==> config.mk <==
export PLATFORM = sky130hd
export DESIGN_NAME = host_queue_arbiter_mc_flat
export DESIGN_NICKNAME = d
export VERILOG_FILES = /design/src/rtl/host_queue_arbiter_mc_if.sv /design/src/rtl/host_queue_arbiter_mc.sv /design/src/flat_wrapper.sv
export SDC_FILE = /design/constraint.sdc
export NUM_CORES = 1
export LEC_CHECK = 0
export CORE_MARGIN = 2
export CORE_UTILIZATION = 30
export CTS_BUF_LIST = sky130_fd_sc_hd__clkbuf_16
export DETAILED_ROUTE_END_ITERATION = 10
export GPL_TIMING_DRIVEN = 0
export SLEW_MARGIN = 20
export SYNTH_ARGS = -nofsm -noshare
export SYNTH_HDL_FRONTEND = slang
export SYNTH_SLANG_ARGS = --single-unit
==> constraint.sdc <==
create_clock -name i_clk -period 2.6 [get_ports i_clk]
set_input_delay 0.52 -clock i_clk [delete_from_list [all_inputs] [get_ports i_clk]]
set_output_delay 0.52 -clock i_clk [all_outputs]
set_load 0.005 [all_outputs]
==> src/rtl/host_queue_arbiter_mc_if.sv <==
// Host transmit descriptor bus: NUM_CH request channels in, one scheduler channel out,
// plus occupancy/watermark status and a round-robin pointer debug view.
`timescale 1ns/1ps
interface host_queue_arbiter_mc_if #(
    parameter int NUM_CH  = 2,
    parameter int TAG_W   = 48,
    parameter int BUFID_W = 9,
    parameter int TAGK_W  = 14,
    parameter int DEPTH   = 16
);
    localparam int DESC_W = TAGK_W + BUFID_W;
    localparam int CNT_W  = $clog2(DEPTH) + 1;
    localparam int PTR_W  = (NUM_CH > 1) ? $clog2(NUM_CH) : 1;

    // Handshakes: a request channel holds iv_descriptor_wr and its tsntag/bufid stable until
    // it sees its one-cycle ov_descriptor_ack, then drops wr or presents the next descriptor.
    // o_descriptor_wr is a one-cycle strobe for a pop made while i_descriptor_ready was high.
    logic [NUM_CH*TAG_W-1:0]   iv_tsntag;
    logic [NUM_CH*BUFID_W-1:0] iv_bufid;
    logic [NUM_CH-1:0]         iv_descriptor_wr;
    logic [NUM_CH-1:0]         ov_descriptor_ack;
    logic [DESC_W-1:0]         ov_descriptor;
    logic                      o_descriptor_wr;
    logic                      i_descriptor_ready;
    logic [CNT_W-1:0]          ov_fifo_usedw;
    logic                      o_fifo_full;
    logic [CNT_W-1:0]          ov_usedw_max;
    logic                      i_watermark_clr;
    logic [PTR_W-1:0]          rr_ptr;

    modport master (
        output iv_tsntag, iv_bufid, iv_descriptor_wr, i_descriptor_ready, i_watermark_clr,
        input  ov_descriptor_ack, ov_descriptor, o_descriptor_wr, ov_fifo_usedw,
               o_fifo_full, ov_usedw_max, rr_ptr
    );

    modport slave (
        input  iv_tsntag, iv_bufid, iv_descriptor_wr, i_descriptor_ready, i_watermark_clr,
        output ov_descriptor_ack, ov_descriptor, o_descriptor_wr, ov_fifo_usedw,
               o_fifo_full, ov_usedw_max, rr_ptr
    );
endinterface

==> src/rtl/host_queue_arbiter_mc.sv <==
// Multi-channel host transmit descriptor queue: arbitrates NUM_CH requesters into a
// compacted-descriptor FIFO and delivers entries to the scheduler under ready flow control.
`timescale 1ns/1ps
module host_queue_arbiter_mc #(
    parameter int NUM_CH   = 2,
    parameter int TAG_W    = 48,
    parameter int BUFID_W  = 9,
    parameter int TAGK_W   = 14,
    parameter int TAG_LSB  = 0,
    parameter int DEPTH    = 16,
    parameter int ARB_MODE = 1
) (
    input logic i_clk,
    input logic i_rst,
    host_queue_arbiter_mc_if.slave bus
);
    localparam int DESC_W = TAGK_W + BUFID_W;
    localparam int CNT_W  = $clog2(DEPTH) + 1;
    localparam int AW     = (DEPTH > 1) ? $clog2(DEPTH) : 1;
    localparam int PTR_W  = (NUM_CH > 1) ? $clog2(NUM_CH) : 1;

    logic [NUM_CH-1:0] eligible;
    logic [NUM_CH-1:0] grant_oh;
    logic [NUM_CH-1:0] ack;
    logic              grant_valid;
    logic [PTR_W-1:0]  grant_idx;
    logic [PTR_W-1:0]  rr_ptr;
    logic [DESC_W-1:0] ch_desc [NUM_CH];
    logic [DESC_W-1:0] grant_desc;
    logic [DESC_W-1:0] pend_desc;
    logic [DESC_W-1:0] mem [DEPTH];
    logic [AW-1:0]     wr_addr;
    logic [AW-1:0]     rd_addr;
    logic [CNT_W-1:0]  usedw;
    logic [CNT_W-1:0]  usedw_max;
    logic [CNT_W:0]    committed;
    logic [DESC_W-1:0] desc_out;
    logic              desc_wr;
    logic              write_en;
    logic              space_ok;
    logic              pop;
    logic              unused_tag_bits;

    for (genvar c = 0; c < NUM_CH; c++) begin : g_ch_desc
        assign ch_desc[c] = {bus.iv_tsntag[c*TAG_W + TAG_LSB +: TAGK_W],
                             bus.iv_bufid[c*BUFID_W +: BUFID_W]};
    end
    assign unused_tag_bits = ^bus.iv_tsntag;

    // The channel acked this cycle still holds wr high on a descriptor already taken.
    assign eligible = bus.iv_descriptor_wr & ~ack;
    // An acked grant is written this cycle, so it already owns a FIFO slot.
    assign write_en  = |ack;
    assign committed = {1'b0, usedw} + {{CNT_W{1'b0}}, write_en};
    assign space_ok  = committed < (CNT_W+1)'(DEPTH);
    assign pop       = bus.i_descriptor_ready && (usedw != '0);

    // Loops run high-to-low so the last match, the highest-priority one, wins.
    always_comb begin
        grant_valid = 1'b0;
        grant_idx   = '0;
        if (space_ok) begin
            if (ARB_MODE == 0 || NUM_CH == 1) begin
                for (int c = NUM_CH - 1; c >= 0; c--) begin
                    if (eligible[PTR_W'(c)]) begin
                        grant_valid = 1'b1;
                        grant_idx   = PTR_W'(c);
                    end
                end
            end else begin
                for (int k = NUM_CH - 1; k >= 0; k--) begin
                    if (eligible[PTR_W'((int'(rr_ptr) + k) % NUM_CH)]) begin
                        grant_valid = 1'b1;
                        grant_idx   = PTR_W'((int'(rr_ptr) + k) % NUM_CH);
                    end
                end
            end
        end
    end

    assign grant_oh   = grant_valid ? (NUM_CH'(1) << grant_idx) : '0;
    assign grant_desc = ch_desc[grant_idx];

    always_ff @(posedge i_clk or posedge i_rst) begin
        if (i_rst) begin
            ack       <= '0;
            pend_desc <= '0;
            rr_ptr    <= '0;
            wr_addr   <= '0;
            rd_addr   <= '0;
            usedw     <= '0;
            usedw_max <= '0;
            desc_out  <= '0;
            desc_wr   <= 1'b0;
        end else begin
            ack <= grant_oh;
            if (grant_valid) begin
                pend_desc <= grant_desc;
                if (ARB_MODE != 0 && NUM_CH > 1) begin
                    rr_ptr <= (int'(grant_idx) == NUM_CH - 1) ? '0 : grant_idx + 1'b1;
                end
            end
            if (write_en) begin
                wr_addr <= wr_addr + 1'b1;
            end
            desc_wr <= pop;
            if (pop) begin
                desc_out <= mem[rd_addr];
                rd_addr  <= rd_addr + 1'b1;
            end
            usedw <= usedw + CNT_W'(write_en) - CNT_W'(pop);
            if (bus.i_watermark_clr) begin
                usedw_max <= usedw;
            end else if (usedw > usedw_max) begin
                usedw_max <= usedw;
            end
        end
    end

    // Storage needs no reset: occupancy alone decides which entries are live.
    always_ff @(posedge i_clk) begin
        if (write_en) begin
            mem[wr_addr] <= pend_desc;
        end
    end

    assign bus.ov_descriptor_ack = ack;
    assign bus.ov_descriptor     = desc_out;
    assign bus.o_descriptor_wr   = desc_wr;
    assign bus.ov_fifo_usedw     = usedw;
    assign bus.o_fifo_full       = (usedw == CNT_W'(DEPTH));
    assign bus.ov_usedw_max      = usedw_max;
    assign bus.rr_ptr            = rr_ptr;
endmodule

==> src/flat_wrapper.sv <==
// flat-port wrapper written by rule: the top's interface ports become plain ports
module host_queue_arbiter_mc_flat 
#(
    parameter int NUM_CH   = 2,
    parameter int TAG_W    = 48,
    parameter int BUFID_W  = 9,
    parameter int TAGK_W   = 14,
    parameter int TAG_LSB  = 0,
    parameter int DEPTH    = 16,
    parameter int ARB_MODE = 1
)
  (i_clk, i_rst, bus_iv_tsntag, bus_iv_bufid, bus_iv_descriptor_wr, bus_i_descriptor_ready, bus_i_watermark_clr, bus_ov_descriptor_ack, bus_ov_descriptor, bus_o_descriptor_wr, bus_ov_fifo_usedw, bus_o_fifo_full, bus_ov_usedw_max, bus_rr_ptr);
  host_queue_arbiter_mc_if #(.NUM_CH(NUM_CH), .TAG_W(TAG_W), .BUFID_W(BUFID_W), .TAGK_W(TAGK_W), .DEPTH(DEPTH)) bus_i ();
  input logic i_clk;
  input logic i_rst;
  input wire logic [$bits(bus_i.iv_tsntag)-1:0] bus_iv_tsntag;
  input wire logic [$bits(bus_i.iv_bufid)-1:0] bus_iv_bufid;
  input wire logic [$bits(bus_i.iv_descriptor_wr)-1:0] bus_iv_descriptor_wr;
  input wire logic [$bits(bus_i.i_descriptor_ready)-1:0] bus_i_descriptor_ready;
  input wire logic [$bits(bus_i.i_watermark_clr)-1:0] bus_i_watermark_clr;
  output wire logic [$bits(bus_i.ov_descriptor_ack)-1:0] bus_ov_descriptor_ack;
  output wire logic [$bits(bus_i.ov_descriptor)-1:0] bus_ov_descriptor;
  output wire logic [$bits(bus_i.o_descriptor_wr)-1:0] bus_o_descriptor_wr;
  output wire logic [$bits(bus_i.ov_fifo_usedw)-1:0] bus_ov_fifo_usedw;
  output wire logic [$bits(bus_i.o_fifo_full)-1:0] bus_o_fifo_full;
  output wire logic [$bits(bus_i.ov_usedw_max)-1:0] bus_ov_usedw_max;
  output wire logic [$bits(bus_i.rr_ptr)-1:0] bus_rr_ptr;
  assign bus_i.iv_tsntag = bus_iv_tsntag;
  assign bus_i.iv_bufid = bus_iv_bufid;
  assign bus_i.iv_descriptor_wr = bus_iv_descriptor_wr;
  assign bus_i.i_descriptor_ready = bus_i_descriptor_ready;
  assign bus_i.i_watermark_clr = bus_i_watermark_clr;
  assign bus_ov_descriptor_ack = bus_i.ov_descriptor_ack;
  assign bus_ov_descriptor = bus_i.ov_descriptor;
  assign bus_o_descriptor_wr = bus_i.o_descriptor_wr;
  assign bus_ov_fifo_usedw = bus_i.ov_fifo_usedw;
  assign bus_o_fifo_full = bus_i.o_fifo_full;
  assign bus_ov_usedw_max = bus_i.ov_usedw_max;
  assign bus_rr_ptr = bus_i.rr_ptr;
  host_queue_arbiter_mc #(.NUM_CH(NUM_CH), .TAG_W(TAG_W), .BUFID_W(BUFID_W), .TAGK_W(TAGK_W), .TAG_LSB(TAG_LSB), .DEPTH(DEPTH), .ARB_MODE(ARB_MODE)) u_core (.i_clk(i_clk), .i_rst(i_rst), .bus(bus_i));
endmodule
==> flow_metrics.tcl <==
set metrics [dict create \
    diodes 0 \
    place.gp.congestion 0.733 \
    path_delay_family "buffers and inverters" \
    crit_path_cell_trace "buf_2 > or2_2 > buf_1 > clkbuf_1 > o22ai_1 > a221oi_2" \
    fin_skew_ns 0.0267 \
    areaGrowthSynthToFinish_pct 21.2 \
    cts-hold-fix-buffers 0 \
    critPathKind "register to register" \
    antenna_found_initial 0 \
    grt_max_degree 40 \
    crit_fanout 10 \
    totalWireLength_mm 40.6 \
    synth_top_area_share_pct 63.9 \
    cts_tree "done" \
    syn-num-nets 988 \
    required_ns 3.05 \
    wl_per_cell_microns 22.6 \
    cts_buffers 45 \
    dr.pass1.iters 5 \
    tightestPinTransition_ns 0.973 \
    fp.coreArea_sq_mm 0.0567 \
    via_count 8728 \
    ys.flop_type "edfxtp_1" \
    synth_commonest_cells "368 x edfxtp_1, 92 x mux4_2, 68 x dfrtp_1, 45 x mux2_2, 33 x nor2_1" \
    fmaxAchievable_mhz 398 \
    ant_nets 0 \
    worst_path_max_delay_cell "clkbuf_1" \
    dpl-instance-area_sq_mm 0.0195 \
    synth-seq-area-share_pct 73.8 \
    drive_above_1_share_pct 27.9 \
    hpwlAfterDp_mm 25.6 \
    cp-end-kind "register" \
    final_cell_area_sq_mm 0.0209 \
    drv_slew 0 \
    die_w_microns 244 \
    max_stage_delay_ns 0.69 \
    utilization_pct 36.9 \
    cts.clk_slew.worst_paths_ns 0.06 \
    io_pins 158 \
    status "complete, no violations" \
    syn-cell-area_sq_mm 0.0173 \
    die_y_microns 244 \
    p_leak_nw 7.03 \
    synth_cell_types 43 \
    grt.overflow.total 0 \
    cts_root_buf "clkbuf_16" \
    critical_path_arrival_ns 2.96 \
    start_util_pct 30.5 \
    drt_iter0_drc 653 \
    min_path_type "input port to asynchronous set/reset pin" \
    htreeDepth 2 \
    ys_warn_count 0 \
    synth.avg_cell_area_sq_um 20.4 \
    powerDensity_mw_per_mm2 1130 \
    grt_first_pass_wirelength_mm 59.3 \
    p_total_mw 23.7 \
    cts.sinks 436 \
    cp_num_buf_inv 3 \
    yosys.area.top_type "edfxtp_1" \
    clk_latency_ns 0.57 \
    async_reset_ff_share_pct 15.6 \
    clockBufferDepth 3 \
    synthTopCellsByArea "edfxtp_1 64%, mux4_2 12%, dfrtp_1 9.8%, mux2_2 2.9%, ha_1 1.4%" \
    fin_crit_ns 2.51 \
    final_hold_viol_count 0 \
    drcViolationCount 0 \
    synth_seq_cells 436 \
    nets 1143 \
    floorplan.rows 87 \
    die_area_sq_mm 0.0596 \
    track_usage_pct 13.6 \
    port_buffers 87 \
    netlist_instances 848 \
    ir_drop_mv 0.669 \
    slew_headroom_pct 35.2 \
    rsz0062_at_grt "no" \
    synth_edf_count 368 \
    viasPerCell 4.86 \
    start_kind "register" \
    grt_pass1_vias 8949 \
    fin_crit_sh_pct 96.5 \
    setup_viol 0 \
    synth_most_common_cell "edfxtp_1" \
    cap_violations 0 \
]
-- routing by layer --
metal,share of wire (%),global-route usage [%]
met5,0,0
met4,1.4,2.94
met3,6.5,2.54
met2,47,21.8
met1,45,19.2
-- worst reg2reg max path, stage by stage, from the launching register on --
cell,delay [ns]
dfrtp_1,0.35
buf_2,0.25
or2_2,0.16
buf_1,0.36
clkbuf_1,0.69
o22ai_1,0.28
a221oi_2,0.30
-- where the power goes --
part           internal [mW]  switching (mW)
clock                   3.26            2.66
sequential              9.43            1.20
combinational           3.53            3.59
-- logic make-up (layout without fill, tap and decap cells) --
kind of cell,count (synthesis),in the layout,synth area share (%)
AO/OA/AOI/OAI,67,67,3.26
buffers and inverters,64,256,1.85
adder cells (fa/ha/maj),20,20,1.49
XOR/XNOR,11,11,0.557
flip-flops,436,436,73.8
multiplexers,162,162,16.4
AND/OR/NAND/NOR,88,88,2.68
-- metrics by stage --
step	TNS [ns]	cells	setup WS, ns	hold WS [ns]
5_1_grt	0	1796	0.0222	0.373
3_3_place_gp	-120.24	1691	-1.74	0.518
6_report	0	1796	0.0901	0.339
4_1_cts	-0.0128	1794	-0.0128	0.335
3_5_place_dp	-2.36	1708	-0.285	0.526
2_1_floorplan	0	848	0.00403	0.493
-- flip-flops by register name, indices dropped and copies added (netlist names) --
name / cells
u_core.bus.ov_descriptor: 23
u_core.mem: 368
u_core.bus.ov_descriptor_ack: 2
u_core.pend_desc: 23
u_core.wr_addr: 4
u_core.bus.rr_ptr: 1
u_core.bus.o_descriptor_wr: 1
u_core.rd_addr: 4
u_core.bus.ov_fifo_usedw: 5
u_core.bus.ov_usedw_max: 5
-- path summary, 6_finish.rpt --
kind	from	to	slack (ns)	cells after the start
worst max register to register	u_core.rd_addr[0]	u_core.bus.ov_descriptor[4]	0.09	6
worst min-delay path	i_rst	u_core.bus.rr_ptr	0.34	2
max in group asynchronous	i_rst	u_core.bus.ov_descriptor[5]	1.65	3
worst max-delay path	u_core.rd_addr[0]	u_core.bus.ov_descriptor[4]	0.09	6
worst min register to register	u_core.wr_addr[3]	u_core.wr_addr[3]	0.55	1
min in group i_clk	bus_i_watermark_clr	u_core.bus.ov_usedw_max[0]	0.54	3
-- cell usage in the layout, fill, tap and decap left out, types with 18 or more instances in the layout --
cell               n
mux2_2            45
mux2i_1           23
dfrtp_1           65
mux4_2            92
clkbuf_16         45
buf_2             18
inv_1             32
clkdlybuf4s50_1   87
nor2_1            32
edfxtp_1         368
-- final cells by class --
| class | instances | area [sq um] |
|---|---|---|
| plain buffers | 45 | 243 |
| clock buffers | 45 | 1130 |
| clock inverters | 39 | 224 |
| fillers | 5196 | 35800 |
| inverters | 17 | 66.3 |
| multi-input cells | 348 | 4270 |
| flip-flops and latches | 436 | 12800 |
| well taps | 756 | 946 |
| repair buffers | 110 | 1320 |
-- repair_timing --
| action | 4_1_cts | 5_1_grt |
|---|---|---|
| endpoints found under the hold margin | 0 | 0 |
| pin swaps | 1 | 7 |
| resized for setup | 5 | 9 |
| endpoints found under the setup margin | 12 | 3 |
| setup buffers | 3 | 3 |
Power figures use the tool's default switching activity.
